<file path="config.mk">
export PLATFORM = sky130hd
export DESIGN_NAME = sqncgen
export DESIGN_NICKNAME = d
export VERILOG_FILES = /design/src/rtl/sqnc_pkg.sv /design/src/rtl/sqnc_shreg.sv /design/src/rtl/sqncgen.sv
export SDC_FILE = /design/constraint.sdc
export NUM_CORES = 1
export LEC_CHECK = 0
export CORE_MARGIN = 10
export CORE_UTILIZATION = 50
export CTS_CLUSTER_DIAMETER = 200
export DETAILED_ROUTE_END_ITERATION = 10
export PLACE_DENSITY = 0.73
export RECOVER_POWER = 50
export SYNTH_ARGS = -nofsm -noshare
export SYNTH_HDL_FRONTEND = slang
export SYNTH_SLANG_ARGS = --single-unit
</file>
<file path="constraint.sdc">
create_clock -name clk -period 6.2 [get_ports clk]
set_clock_uncertainty 0.05 [all_clocks]
set_input_delay 0.62 -clock clk [delete_from_list [all_inputs] [get_ports clk]]
set_output_delay 0.62 -clock clk [all_outputs]
set_load 0.005 [all_outputs]
</file>
<file path="src/rtl/sqnc_pkg.sv">
// Shared types and helpers for the serial pattern generator.
// The one-hot state encoding lets decode logic test a single bit.
package sqnc_pkg;

  typedef enum logic [2:0] {
    ST_IDLE  = 3'b001,
    ST_SHIFT = 3'b010,
    ST_GAP   = 3'b100
  } state_t;

  // Target sequence of the companion detector.
  localparam logic [4:0] DEFAULT_PATTERN = 5'b10111;

  // Out-of-range or zero lengths fall back to the full pattern width.
  function automatic int unsigned clamp_len(input int unsigned l, input int unsigned w);
    return ((l == 0) || (l > w)) ? w : l;
  endfunction

endpackage

</file>
<file path="src/rtl/sqnc_shreg.sv">
// Loadable left-shift register; ser_out is the MSB.
// Load has priority over shift; one cycle from load/shift to ser_out.
module sqnc_shreg #(
  parameter int unsigned WIDTH = 5
) (
  input  logic             clk,
  input  logic             rst,
  input  logic             load,
  input  logic             shift_en,
  input  logic [WIDTH-1:0] d,
  output logic             ser_out
);

  logic [WIDTH-1:0] q;

  always_ff @(posedge clk or posedge rst) begin
    if (rst) begin
      q <= '0;
    end else if (load) begin
      q <= d;
    end else if (shift_en) begin
      q <= q << 1;
    end
  end

  assign ser_out = q[WIDTH-1];

endmodule

</file>
<file path="src/rtl/sqncgen.sv">
// Serial pattern transmitter: accepts a word via valid/ready, shifts it out MSB-first with
// optional repeats; first bit one cycle after accept; start_ready only in IDLE.
module sqncgen
  import sqnc_pkg::*;
#(
  parameter int unsigned WIDTH    = 5,
  parameter int unsigned GAP      = 2,
  parameter logic        IDLE_BIT = 1'b0,
  parameter int unsigned RPT_W    = 8
) (
  input  logic                       clk,
  input  logic                       rst,
  input  logic                       start_valid,
  output logic                       start_ready,
  input  logic [WIDTH-1:0]           pattern,
  input  logic [$clog2(WIDTH+1)-1:0] len,
  input  logic [RPT_W-1:0]           rpt,
  input  logic                       abort,
  output logic                       out,
  output logic                       out_valid,
  output logic                       busy,
  output logic                       done
);

  localparam int unsigned LW = $clog2(WIDTH + 1);
  localparam int unsigned GW = (GAP > 0) ? $clog2(GAP + 1) : 1;

  state_t           state;
  logic [WIDTH-1:0] pat_q;
  logic [LW-1:0]    len_q;
  logic [LW-1:0]    bit_cnt;
  logic [RPT_W-1:0] rpt_cnt;
  logic [GW-1:0]    gap_cnt;

  logic [LW-1:0]    len_c;
  logic [WIDTH-1:0] aligned_in;
  logic             sr_load;
  logic             sr_shift;
  logic [WIDTH-1:0] sr_d;
  logic             sr_msb;

  assign len_c       = LW'(clamp_len(32'(len), WIDTH));
  // Left-justify the used bits so the first bit to send sits at the MSB.
  assign aligned_in  = pattern << (WIDTH - 32'(len_c));
  assign start_ready = (state == ST_IDLE);
  assign busy        = (state != ST_IDLE);

  // The shift register holds the bits that follow the one currently on out.
  always_comb begin
    sr_load  = 1'b0;
    sr_shift = 1'b0;
    sr_d     = pat_q << 1;
    if (state == ST_IDLE) begin
      sr_load = start_valid;
      sr_d    = aligned_in << 1;
    end else if (!abort) begin
      if (state == ST_SHIFT) begin
        if (bit_cnt != '0) begin
          sr_shift = 1'b1;
        end else if ((rpt_cnt != '0) && (GAP == 0)) begin
          sr_load = 1'b1;
        end
      end else if ((state == ST_GAP) && (gap_cnt == '0)) begin
        sr_load = 1'b1;
      end
    end
  end

  sqnc_shreg #(
    .WIDTH(WIDTH)
  ) u_shreg (
    .clk     (clk),
    .rst     (rst),
    .load    (sr_load),
    .shift_en(sr_shift),
    .d       (sr_d),
    .ser_out (sr_msb)
  );

  always_ff @(posedge clk or posedge rst) begin
    if (rst) begin
      state     <= ST_IDLE;
      pat_q     <= '0;
      len_q     <= '0;
      bit_cnt   <= '0;
      rpt_cnt   <= '0;
      gap_cnt   <= '0;
      out       <= IDLE_BIT;
      out_valid <= 1'b0;
      done      <= 1'b0;
    end else begin
      done <= 1'b0;
      case (state)
        ST_IDLE: begin
          if (start_valid) begin
            state     <= ST_SHIFT;
            pat_q     <= aligned_in;
            len_q     <= len_c;
            bit_cnt   <= len_c - LW'(1);
            rpt_cnt   <= rpt;
            out       <= aligned_in[WIDTH-1];
            out_valid <= 1'b1;
            done      <= (len_c == LW'(1)) && (rpt == '0);
          end
        end
        ST_SHIFT: begin
          if (abort) begin
            state     <= ST_IDLE;
            out       <= IDLE_BIT;
            out_valid <= 1'b0;
          end else if (bit_cnt != '0) begin
            out     <= sr_msb;
            bit_cnt <= bit_cnt - LW'(1);
            // done marks the cycle the final bit is on out, so it is set as that bit loads.
            done    <= (bit_cnt == LW'(1)) && (rpt_cnt == '0);
          end else if (rpt_cnt != '0) begin
            rpt_cnt <= rpt_cnt - RPT_W'(1);
            bit_cnt <= len_q - LW'(1);
            if (GAP == 0) begin
              out       <= pat_q[WIDTH-1];
              out_valid <= 1'b1;
              done      <= (len_q == LW'(1)) && (rpt_cnt == RPT_W'(1));
            end else begin
              state     <= ST_GAP;
              gap_cnt   <= GW'(GAP - 1);
              out       <= IDLE_BIT;
              out_valid <= 1'b0;
            end
          end else begin
            state     <= ST_IDLE;
            out       <= IDLE_BIT;
            out_valid <= 1'b0;
          end
        end
        ST_GAP: begin
          if (abort) begin
            state     <= ST_IDLE;
            out       <= IDLE_BIT;
            out_valid <= 1'b0;
          end else if (gap_cnt == '0) begin
            state     <= ST_SHIFT;
            out       <= pat_q[WIDTH-1];
            out_valid <= 1'b1;
            done      <= (len_q == LW'(1)) && (rpt_cnt == '0);
          end else begin
            gap_cnt <= gap_cnt - GW'(1);
          end
        end
        default: begin
          state     <= ST_IDLE;
          out       <= IDLE_BIT;
          out_valid <= 1'b0;
        end
      endcase
    end
  end

endmodule

</file>
==> results.txt <==
- The run finished, with violations left.
- Violations in the final reports: max-capacitance violations, max-slew violations
- Of the cells placed in the final design, the portion with a size suffix greater than 1 is 8.889%.
- Crit path largest cell delay: about 640 ps
- After legalization and detailed placement, the total HPWL measured 3837 µm.
* Routed length per placed instance: 16.13 µm
- The synthesized design contains 31 register bits.
- Setup repair after global routing left no endpoint under its margin.
- After detailed placement, the total cell area comes to between 2000 and 2500 µm².
- Gates resized, CTS repair: 0
- Avg Synthesized Cell Area: 8.572 µm²
- Setup Crit Path Kind: in2reg
* Multi-input combinational cell area: about 1200 µm²
- Setup tns final: 0 ps
* Leakage power: around 0.0010 µW
- The initialized floorplan defines 23 standard-cell rows.
- Portion of synthesized cell area occupied by the leading cell type: 35.17%
* Overall global routing resource usage: between 10% and 20%
* Ys Warns: 0
* Relative area change from synthesis to final layout: 16.94%
* Clock tree root buffer cell: sky130_fd_sc_hd__clkbuf_8
* CTS tree: built
- In this run the deepest clock path goes through 2 buffers.
- Counting every net in the synthesized netlist gives 279.
- After the first detailed-routing iteration, the DRC count stood at 168.
- In the routed design, unresolved DRC markers number 0.
* Most frequent cell after synthesis: sky130_fd_sc_hd__dfrtp_1
- Entering global routing, the biggest net connects 32 pins.
- From left edge to right edge, the die measures about 85 µm.
- The path class of the tightest hold or removal check is reg2reg.
* Count of port buffers added during placement: 24
- Max_cap viols: 1
* WP data arrival: roughly 3400 ps
* Post-synth EDFFs: 0
* Normalized max-slew margin: -11.80%
- The region available for standard cell placement spans 4058 µm².
- Post-synthesis instance total: 249
* Most area-hungry cell type in the Yosys netlist: sky130_fd_sc_hd__dfrtp_1
- Summed over all layers, the global routing overflow is 0.
- Leading post-synthesis cells by cell area: sky130_fd_sc_hd__dfrtp_1 35%, sky130_fd_sc_hd__ha_1 5.9%, sky130_fd_sc_hd__a21oi_1 4.7%
- Endpoint required time on the critical path: around 6400 ps
- The clock reaches the later pin of the worst-skew pair after about 290 ps.
* Worst supply voltage drop on vdd: about 280 µV
- Power spread over the standard cell area amounts to 422.7 nW/µm².
* Post-CTS clock slew at the launch and capture registers of the worst setup and hold paths: 70 ps
- For the pin with the worst max-slew slack, the measured transition is 1677 ps.
- The detail route stage leaves a number of antenna-violating nets equal to 0.
* Number of buffer and inverter stages on the critical path: 1
* Initial core utilization: between 50% and 60%
- Achievable frequency: between 300 and 400 MHz
- IO Count: 25
- Total vias in the final route: between 1500 and 2000
- The worst setup path is captured at a flop.
* First-pass DRT Iterations: 4
- The first global-routing pass estimated 8880 µm of wire.
- The die is roughly 85 µm tall.
- After routing the design area is 2496 µm².
* Buffer count from post-CTS setup fixing: 0
- The initial antenna violation count was 0.
* Area of all sequential standard cells: 777.0 µm²
- The final count of hold timing violations was 0.
- Top delay family on crit path: simple AND/OR/NAND/NOR gates
- The floorplan step defined a die boundary enclosing about 7300 µm².
* Cts-stage hold buffer count: 0
- Final count of negative-setup-slack endpoints: 0
- Among all stages on the critical path, the largest delay is contributed by sky130_fd_sc_hd__clkdlybuf4s50_1.
* Final clock period utilization by the worst path: between 50% and 60%
- Counting flops with an async set or reset pin after synthesis yields a share of 100.0%.
* Final routed wirelength across all metal layers: between 5000 and 6000 µm
- CTS built an H-tree with a depth of 2.
- Post-layout nets: ~300
* Kind of launch point of the worst setup path: input pin
- Clock period minus worst slack: around 3200 ps
- The most used flip-flop cell after synthesis is sky130_fd_sc_hd__dfrtp_1.
- Sequential fraction of the synthesis area: between 30% and 40%
- The number of slew-limit violations in the final report came to 32.
- Clk sinks: 31
* Distinct cells, synth: between 50 and 60
- Fill cell instance count of the final layout: between 300 and 400
* Number of clock buffers inserted by TritonCTS: 5
- Worst Path Max Fanout: 9
* Total power draw: between 1000 and 1500 µW
- The congestion estimate from routability-driven global placement came to 0.9283.
* Cells along the critical path: clkdlybuf4s50_1 -> nor2_1 -> or2_2 -> ha_1 -> nor2b_1 -> a211oi_1 -> o22ai_1 -> or4b_1 -> a21oi_1
* Number of antenna repair diodes: 0
- Post-Syn Area: 2135 µm²
- Post-synth top cells: 30 x sky130_fd_sc_hd__dfrtp_1, 26 x sky130_fd_sc_hd__nand2_1, 20 x sky130_fd_sc_hd__a21oi_1
- Number of global-route vias before repair: 1890
- Final Util: around three fifths
* Number of vias per cell after detailed routing: approximately 6
## worst reg2reg max path: cells and delay by family (launching register included)
family          cells  cell delay [ps]
simple gates        2              710
compound gates      1              380
mux                 1              380
flops               1              430
buf+inv             1              100
fa+ha+maj           1              240
## kinds of logic after synthesis
group           after synthesis  synth area share, %
fa+ha+maj                    10                5.862
mux                           8                3.986
buf+inv                      28                6.389
flops                        31                36.40
compound gates               68                20.17
simple gates                100                25.56
xor+xnor                      4                1.642
## power by group
group	total [µW]	internal, µW	switching (µW)
clock	210	130	79.9
sequential	382	295	87.6
combinational	463	213	250
total	1060	638	417
## through the flow
step,setup WS (ps),hold WS [ps],cells
2_1_floorplan,3398,394.7,249
3_3_place_gp,2822,418.2,312
3_5_place_dp,2694,418.5,312
4_1_cts,2980,432.9,320
5_1_grt,2750,437.1,320
6_report,2956,432.6,320
## final cells by class
cell class	count	share of cell area (%)
Timing Repair Buffer	26	10.08
Multi-Input combinational cell	190	49.12
Clock inverter	2	1.404
Clock buffer	6	3.308
Inverter	15	2.456
Sequential cell	31	31.13
Tap cell	50	2.506
## state kept, by name, indices dropped and copies added (netlist names)
name       count
gap_cnt        2
done           1
u_shreg.q      4
pat_q          5
rpt_cnt        8
bit_cnt        3
len_q          3
out_valid      1
out            1
state          3
## path summary, 6_finish.rpt
check | cells after the start | from | slack [ps] | endpoint
setup / recovery | 9 | len[0] | 2960 | out
hold / removal | 1 | pat_q[2] | 430 | pat_q[2]
setup reg to reg | 6 | rpt_cnt[0] | 3800 | bit_cnt[2]
hold reg to reg | 1 | pat_q[2] | 430 | pat_q[2]
max in group asynchronous | 3 | rst | 3820 | rpt_cnt[7]
min in group asynchronous | 3 | rst | 1300 | gap_cnt[1]
## routing by layer
| metal | vias to the layer above | wire length (µm) | track usage, % |
|---|---|---|---|
| li1 | 941 | - | - |
| met2 | 33 | 2287 | 21.59 |
| met3 | 8 | 170 | 2.581 |
| met1 | 923 | 2620 | 19.54 |
| met5 | - | 0 | 0 |
| met4 | 0 | 83 | 6.886 |
## cells in the final DEF, fill, tap and decap left out, drive strengths merged, types with 2 or more instances in the layout
master / n
a21o: 3
a21oi: 20
a221oi: 2
a2bb2oi: 5
a31oi: 5
and2: 2
and3: 2
clkbuf: 7
clkdlybuf4s50: 21
clkinv: 2
dfrtp: 30
dlygate4sd3: 3
ha: 10
inv: 14
mux2: 4
mux2i: 4
nand2: 26
nand2b: 2
nand3: 9
nand3b: 4
nand4: 2
nand4b: 2
nor2: 19
nor2b: 3
nor3: 10
nor3b: 4
nor4b: 4
o21ai: 14
o22a: 2
o22ai: 8
o31a: 2
or3b: 3
or4b: 2
xnor2: 3
Note: power is estimated with default switching activity, not from simulation.
